$ cat src/rtl/vram_frame_sequencer.sv
// Frame sequencer for a bank of 128x128x1 frame BRAMs: maps VGA counters into a fixed
// window, enables only the current frame's BRAM and steps frames on vertical blanking.
module vram_frame_sequencer #(
    parameter int NUM_FRAMES = 12,
    parameter int X0         = 256,
    parameter int Y0         = 176,
    localparam int IDX_W     = 4
) (
    input  logic                  clk,
    input  logic                  reset,
    input  logic [9:0]            h_count,
    input  logic [9:0]            v_count,
    input  logic                  video_on,
    input  logic                  frame_tick,
    input  logic                  start,
    input  logic                  stop,
    input  logic                  loop_en,
    input  logic [7:0]            hold_frames,
    output logic [13:0]           vram_addr,
    output logic [NUM_FRAMES-1:0] vram_en,
    input  logic [NUM_FRAMES-1:0] vram_pixel,
    output logic                  pixel_out,
    output logic                  pixel_valid,
    output logic [IDX_W-1:0]      frame_idx,
    output logic                  busy,
    output logic                  done
);

    localparam logic [10:0]      X_LO     = 11'(X0);
    localparam logic [10:0]      X_HI     = 11'(X0 + 128);
    localparam logic [10:0]      Y_LO     = 11'(Y0);
    localparam logic [10:0]      Y_HI     = 11'(Y0 + 128);
    localparam logic [6:0]       X0_LOW   = 7'(X0);
    localparam logic [6:0]       Y0_LOW   = 7'(Y0);
    localparam logic [IDX_W-1:0] LAST_IDX = IDX_W'(NUM_FRAMES - 1);

    typedef enum logic {
        S_IDLE,
        S_PLAY
    } state_t;

    state_t                r_state;
    state_t                w_state_nxt;
    logic [IDX_W-1:0]      r_frame_idx;
    logic [IDX_W-1:0]      w_idx_nxt;
    logic [7:0]            r_tick_cnt;
    logic [7:0]            w_tick_nxt;
    logic                  r_done;
    logic                  w_done_nxt;

    logic [13:0]           r_addr;
    logic [NUM_FRAMES-1:0] r_en;
    logic                  r_win1;
    logic                  r_win2;
    logic [IDX_W-1:0]      r_idx1;
    logic [IDX_W-1:0]      r_idx2;
    logic                  r_pix;
    logic                  r_pix_valid;

    logic                  w_in_win;
    logic [6:0]            w_x_off;
    logic [6:0]            w_y_off;
    logic [NUM_FRAMES-1:0] w_onehot;
    logic                  w_sel_pix;
    logic [7:0]            w_hold;
    logic                  w_step;

    assign w_in_win = video_on
                    && ({1'b0, h_count} >= X_LO) && ({1'b0, h_count} < X_HI)
                    && ({1'b0, v_count} >= Y_LO) && ({1'b0, v_count} < Y_HI);

    // Only the low 7 bits of the offset are needed inside the window.
    assign w_x_off   = h_count[6:0] - X0_LOW;
    assign w_y_off   = v_count[6:0] - Y0_LOW;
    assign w_onehot  = NUM_FRAMES'(1) << r_frame_idx;
    assign w_sel_pix = vram_pixel[r_idx2];

    // Stages 1..3: address/enable, BRAM read, pixel mux on the index that travelled with the address.
    always_ff @(posedge clk) begin
        // NOTE: non-blocking assignments so every stage samples its predecessor's pre-edge value.
        if (reset) begin
            r_addr      <= '0;
            r_en        <= '0;
            r_win1      <= 1'b0;
            r_win2      <= 1'b0;
            r_idx1      <= '0;
            r_idx2      <= '0;
            r_pix       <= 1'b0;
            r_pix_valid <= 1'b0;
        end else begin
            if (w_in_win)
                r_addr <= {w_y_off, w_x_off};
            r_en        <= w_in_win ? w_onehot : '0;
            r_win1      <= w_in_win;
            r_idx1      <= r_frame_idx;
            r_win2      <= r_win1;
            r_idx2      <= r_idx1;
            r_pix       <= r_win2 ? w_sel_pix : 1'b0;
            r_pix_valid <= r_win2;
        end
    end

    assign w_hold = (hold_frames == 8'd0) ? 8'd1 : hold_frames;
    assign w_step = ({1'b0, r_tick_cnt} + 9'd1) >= {1'b0, w_hold};

    always_comb begin
        // NOTE: every next-state signal gets a default first so no path can infer a latch.
        w_state_nxt = r_state;
        w_idx_nxt   = r_frame_idx;
        w_tick_nxt  = r_tick_cnt;
        w_done_nxt  = 1'b0;
        case (r_state)
            S_IDLE: begin
                if (start) begin
                    w_state_nxt = S_PLAY;
                    w_idx_nxt   = '0;
                    w_tick_nxt  = '0;
                end
            end
            S_PLAY: begin
                if (stop) begin
                    w_state_nxt = S_IDLE;
                end else if (frame_tick) begin
                    if (!w_step) begin
                        w_tick_nxt = r_tick_cnt + 8'd1;
                    end else begin
                        w_tick_nxt = '0;
                        if (r_frame_idx < LAST_IDX) begin
                            w_idx_nxt = r_frame_idx + 1'b1;
                        end else if (loop_en) begin
                            w_idx_nxt = '0;
                        end else begin
                            w_state_nxt = S_IDLE;
                            w_done_nxt  = 1'b1;
                        end
                    end
                end
            end
            default: w_state_nxt = S_IDLE;
        endcase
    end

    always_ff @(posedge clk) begin
        if (reset) begin
            r_state     <= S_IDLE;
            r_frame_idx <= '0;
            r_tick_cnt  <= '0;
            r_done      <= 1'b0;
        end else begin
            r_state     <= w_state_nxt;
            r_frame_idx <= w_idx_nxt;
            r_tick_cnt  <= w_tick_nxt;
            r_done      <= w_done_nxt;
        end
    end

    assign vram_addr   = r_addr;
    assign vram_en     = r_en;
    assign pixel_out   = r_pix;
    assign pixel_valid = r_pix_valid;
    assign frame_idx   = r_frame_idx;
    assign busy        = (r_state == S_PLAY);
    assign done        = r_done;

endmodule

$ cat config.mk
export PLATFORM = sky130hd
export DESIGN_NAME = vram_frame_sequencer
export DESIGN_NICKNAME = d
export VERILOG_FILES = /design/src/rtl/vram_frame_sequencer.sv
export SDC_FILE = /design/constraint.sdc
export NUM_CORES = 1
export LEC_CHECK = 0
export ABC_AREA = 1
export ABC_CLOCK_PERIOD_IN_PS = 2720
export CORE_MARGIN = 5
export CORE_UTILIZATION = 47
export CTS_BUF_LIST = sky130_fd_sc_hd__clkbuf_8
export DETAILED_ROUTE_END_ITERATION = 10
export GPL_TIMING_DRIVEN = 0
export PLACE_DENSITY_LB_ADDON = 0.12
export SYNTH_ARGS = -nofsm -noshare
export SYNTH_HDL_FRONTEND = slang
export SYNTH_SLANG_ARGS = --single-unit
$ cat constraint.sdc
create_clock -name clk -period 2.72 [get_ports clk]
set_input_delay 0.408 -clock clk [delete_from_list [all_inputs] [get_ports clk]]
set_output_delay 0.408 -clock clk [all_outputs]
set_load 0.05 [all_outputs]
# Word-level counts from Yosys, hierarchy flattened
# Cells that the tools add are included.
op_classes:
  addsub: 4
  n_mul: 0
  div_mod_pow: 0
  magnitude_cmp: 7
  eq_ne: 5
  shift: 1
  muxes: 23
  bitwise_logic: 5
  reduce_logical: 10
ops:
  columns: ["operator", "count"]
  rows:
  - ["8-bit 2-to-1 mux", 5]
  - ["4-bit 2-to-1 mux", 6]
  - ["10-bit by 9-bit < comparator with 1-bit output, second input constant", 2]
  - ["8-bit one-hot mux with 2 select lines", 1]
  - ["1-bit by 4-bit left shift with 12-bit output, first input constant", 1]
  - ["10-bit by 8-bit >= comparator with 1-bit output, second input constant", 1]
  - ["10-bit by 9-bit >= comparator with 1-bit output, second input constant", 1]
  - ["8-bit by 1-bit adder with 9-bit output, second input constant", 1]
  - ["9-bit by 8-bit >= comparator with 1-bit output", 1]
  - ["8-bit by 1-bit adder with 8-bit output, second input constant", 1]
  - ["8-bit zero test", 1]
  - ["1-bit 2-to-1 mux", 8]
  - ["4-bit one-hot mux with 2 select lines", 1]
  - ["7-bit by 6-bit subtractor with 7-bit output, second input constant", 1]
  - ["2-bit inequality test, second input constant", 3]
  - ["6-bit OR reduction", 1]
  - ["4-bit by 5-bit < comparator with 1-bit output, second input constant", 1]
  - ["1-bit NOT", 5]
  - ["5-bit AND reduction", 1]
  - ["4-bit by 1-bit adder with 4-bit output, second input constant", 1]
  - ["1-bit binary-select mux with 4-bit select", 1]
  - ["1-bit logical AND", 4]
  - ["4-bit < comparator, second input constant", 1]
  - ["2-bit OR reduction", 2]
  - ["4 further kinds", 4]
word_totals:
  reg_bits: 52
  latchBits: 0
  mem_bits_rw: 0
  romBits: 0
  in_bits: 47
  output_inout_bits: 34
  word_cells: 67
  mem_count: 0

# Depth between registers and ports, before layout
logic_depth:
  word_depth: 7
  depth_mapped: 16
  ltp_nobuf: 16

# Worst setup path before layout
# Ideal clock, no wire load.
synth_path:
  path_type: "reg2reg"
  from: "reg r_tick_cnt[0]"
  to: "reg r_tick_cnt[7]"
  setup_ns: 0.071
  arrival_ns: 1.960
  t_required_ns: 2.649
  slack_ns: 0.689
  stages_incl_launch_ff: 16
  n_path_buf: 0
  period_less_slack_ns: 2.031
  path_cell_list: "dfxtp_1 ha_1 nand3_2 xnor2_1 ha_1 nand2_1 inv_1 nand2_1 nand3_1 nand2_1 nand2_1 nand2_1 nand2_1 nor2_4 nand2_1 a21oi_1"
synth_via:
  elab_chain_len: 6
  word_cells_on_any_way: 7
  cone_classes: "2 x add/sub; 1 x order compare; 4 x mux"
synth_lines:
  columns: ["item", "line_no", "rtl"]
  rows:
  - ["start: declaration", "46", "logic [7:0] r_tick_cnt;"]
  - ["start signal: assignment", "152", "r_tick_cnt <= w_tick_nxt;"]
  - ["8-bit by 1-bit adder with 9-bit output", "104", "assign w_step = ({1'b0, r_tick_cnt} + 9'd1) >= {1'b0, w_hold};"]
  - ["9-bit by 8-bit >= comparator with 1-bit output", "104", null]
  - ["8-bit 2-to-1 mux *", "124", "if (!w_step) begin"]
  - ["8-bit 2-to-1 mux *", "123", "end else if (frame_tick) begin"]
  - ["8-bit 2-to-1 mux *", "121", "if (stop) begin"]
  - ["8-bit one-hot mux with 2 select lines *", "112", "case (r_state)"]
# Every way passes the cells marked *; elsewhere a longest branch is shown, timed or not. The select of a mux whose other input is x is not followed.
# A chain may end at the register's enable or synchronous reset.

# Worst setup path in the final report
layout_path:
  from: "reg r_tick_cnt[0]"
  to: "reg r_tick_cnt[6]"
# The elaborated chain is that of the path after synthesis.

==> summary.md <==
| Metric | Value |
|---|---|
| DR vias | 2121 |
| First-pass GRT wire length | between 8000 and 9000 um |
| CP arrival | ~2.6 ns |
| Worst Tran Pin Value | approximately 0.53 ns |
| Total track usage | 16.6% |
| Vias in the first global route | around 1.9k |
| Largest net degree at the start of global routing | 16 |
| Power Density | 425 nW/um^2 |
| Hold_sp | r_win1$_SDFF_PP0_ |
| Kind of critical path | reg -> reg |
| Placed Cells | between 400 and 500 |
| Starting DRT DRC Count | slightly below 60 |
| Count of different cell masters after synthesis | 34 |
| Seq/Total Area, Yosys | between 40% and 50% |
| # fillers | 433 |
| Max incr delay on CP | ~0.42 ns |
| Leakage Power | between 0.001 and 0.0015 uW |
| Asr flop ratio synth | 0% |
| DR WL/cell | 11.1 um |
| Worst Reg2Reg Path Length in Cells | 15 |
| Most used DFF post-synth | dfxtp_1 |
| CTS tree | built |
| Max Root-Sink Buffers | 2 |
| Post-synth EDFFs | 0 |
| Critical Path End Type | flip-flop |
| DRT Wirelength | around 5100 um |
| Gates resized, CTS repair | 0 |
| Gate Count Post-Synth | between 300 and 400 |
| Htree depth | 2 |
| Most used cell, CP | nand2_1 |
| Worst r2r src | r_tick_cnt[0]$_SDFFE_PP0P_ |
| Max-cap viol count | 0 |
| Yosys reg bits | 52 |
| Antenna violations before repair | 0 |
| Clk_lat worst skew | approximately 0.3 ns |
| Buf/Inv on CP | 1 |
| Fin cells | 460 |
| R2r endpoint | r_tick_cnt[6]$_SDFFE_PP0P_ |
| Max-slew violations | 0 |
| Grt total ovfl | 0 |
| Post-DP HPWL | roughly 4100 um |
| Worst Path Max Fanout | 8 |
| I/O pin cnt | 81 |
| Clk root buf | clkbuf_8 |
| # DRC | 0 |
| Global placement routability congestion | between 0.8 and 0.9 |
| Worst vdd ir | about 0.00038 V |
| CTS buffer count | 5 |
| FP Rows | 25 |
| Final Hold Vio Count | 0 |
| Clock Skew | 0.00742 ns |
| FMAX | 0.428 GHz |
| Vias/cell | about 4.6 |
| Avg Cell Area, Syn | approximately 8 sq um |
| HP Class | reg -> reg |
| Die Y | about 81 um |
| Synth warn | 0 |
| Final Cycle Share | 86.0% |
| TritonRoute pass-1 iters | 4 |
| Syn Std Cell Area | roughly 2400 sq um |
| # diodes | 0 |
| Commonest non-fill, non-tap cells in the layout | 80 x clkdlybuf4s50_1, 61 x nor2_1, 52 x dfxtp_1 |
| Max-slew headroom | roughly two thirds |
| IO buf count | 80 |
| CP Cell Sequence | ha_1, nand3_2, xnor2_1, ha_1, nand2_1, inv_1, nand2_1, nand3_1, nand2_1, nand2_1, nand2_1, nand2_1, nor2_4, nand2_1, a21oi_1 |
| Final net count | approximately 460 |
| Clock slew at reported path FFs | 0.08 ns |
| Post-Syn Nets | approximately 370 |
| Worst Hold End | r_win2$_SDFF_PP0_ |
| # hold bufs at CTS | 0 |
| CP max-delay cell | dfxtp_1 |
| Status | completed |
| RSZ-0062 raised after global routing | false |
| Critical Path Start | r_tick_cnt[0]$_SDFFE_PP0P_ |
| Die W | ~81 um |
| Starting Density | about 50% |
| Crit path time final | around 2.3 ns |
| CP top delay family | simple AND/OR/NAND/NOR gates |
| Synth-to-layout area growth | 40.6% |
| Final setup TNS | 0 ns |
| Floorplan core area | about 4800 sq um |
| Setup violations, final | 0 |
| Full die area | ~6600 sq um |
| Min-Delay Path Depth | 2 |
| Flop-to-flop setup slack | between 0.3 and 0.4 ns |
| CP required | 2.96 ns |
| Setup bufs post-CTS | 0 |
| Critical Path Start Type | flip-flop |
| Commonest non-fill, non-tap cell in the layout | clkdlybuf4s50_1 |
| Clock sink count | 52 |
| Share of cells above drive strength 1 | 7.63% |
| Detail Route Antenna Nets | 0 |
==> power breakdown <==
group | switching [uW] | internal [uW] | total [uW]
Clock | 234 | 174 | 409
Sequential | 10.9 | 775 | 786
Combinational | 118 | 108 | 227
==> per-stage QoR <==
step	utilization (%)	setup slack, ns	hold slack (ns)	area [sq um]	total power [uW]
after global routing	69.5	0.156	0.421	3350	1510
after CTS	69.5	0.361	0.407	3350	1440
after global placement	67.8	0.131	0.393	3260	1030
after detailed placement	67.8	0.0580	0.395	3260	1030
after floorplan	-	0.689	0.388	2380	923
final	69.5	0.382	0.405	3350	1420
==> registers in the layout, summed over array words and instances (netlist names) <==
| name | flops |
|---|---|
| pixel_valid | 1 |
| vram_addr | 14 |
| r_idx2 | 4 |
| r_idx1 | 4 |
| pixel_out | 1 |
| frame_idx | 4 |
| vram_en | 12 |
| r_tick_cnt | 8 |
| done | 1 |
| r_win1 | 1 |
| r_win2 | 1 |
| busy | 1 |
==> cells in the mapped netlist (3+ instances only) <==
| cell | instances | share of area [%] |
|---|---|---|
| dfxtp_1 | 52 | 44 |
| nor3_2 | 3 | 1.3 |
| ha_1 | 15 | 7.9 |
| xor2_1 | 5 | 1.8 |
| nor2_1 | 61 | 9.6 |
| nand4_1 | 5 | 1.3 |
| nand2_1 | 49 | 7.7 |
| o21ai_0 | 21 | 4.4 |
| nand3_1 | 5 | 1.1 |
| nand3_2 | 4 | 1.7 |
| inv_1 | 41 | 6.5 |
| a21oi_1 | 13 | 2.7 |
| nor2_4 | 3 | 1.4 |
| nor3_1 | 4 | 0.84 |
==> worst reg2reg max path, cell delays in order (launching register included) <==
cell	delay (ns)
dfxtp_1	0.42
ha_1	0.22
nand3_2	0.12
xnor2_1	0.23
ha_1	0.28
nand2_1	0.08
inv_1	0.04
nand2_1	0.05
nand3_1	0.07
nand2_1	0.06
nand2_1	0.05
nand2_1	0.11
nand2_1	0.12
nor2_4	0.21
nand2_1	0.09
a21oi_1	0.12
==> logic make-up (layout without fill, tap and decap cells) <==
logic type,after synthesis,in the layout,share of synthesized area (%)
compound gates,43,43,10.5
xor+xnor,7,7,2.58
fa+ha+maj,15,15,7.89
buf+inv,48,135,8.52
flops,52,52,43.7
simple gates,141,141,26.8
==> layer usage <==
metal,share of wire [%],vias to the layer above,routed length [um],GRT usage (%)
met5,0,-,0,0
met4,1.1,0,56,4.56
met3,8.6,7,439,7.32
met2,48,49,2450,27.6
met1,43,922,2180,19.3
li1,-,1143,-,-
==> worst max-delay path by stage <==
stage / end / slack (ns) / cells after the start
2_1_floorplan: r_tick_cnt[7]$_SDFFE_PP0P_ / 0.69 / 15
3_3_place_gp: r_tick_cnt[7]$_SDFFE_PP0P_ / 0.13 / 15
3_5_place_dp: r_tick_cnt[6]$_SDFFE_PP0P_ / 0.06 / 15
4_1_cts: r_tick_cnt[1]$_SDFFE_PP0P_ / 0.36 / 15
5_1_grt: r_tick_cnt[4]$_SDFFE_PP0P_ / 0.16 / 15
6_report: r_tick_cnt[6]$_SDFFE_PP0P_ / 0.38 / 15
==> area by class of cell <==
type,count,area (sq um),share of cell area (%)
plain buffers,6,42.5,1.27
well taps,67,83.8,2.51
repair buffers,80,801,23.9
clock buffers,5,68.8,2.06
multi-input cells,206,1140,34.0
inverters,42,160,4.79
flip-flops and latches,52,1040,31.1
clock inverters,2,12.5,0.374
No activity file was read; power rests on OpenSTA's default activity.
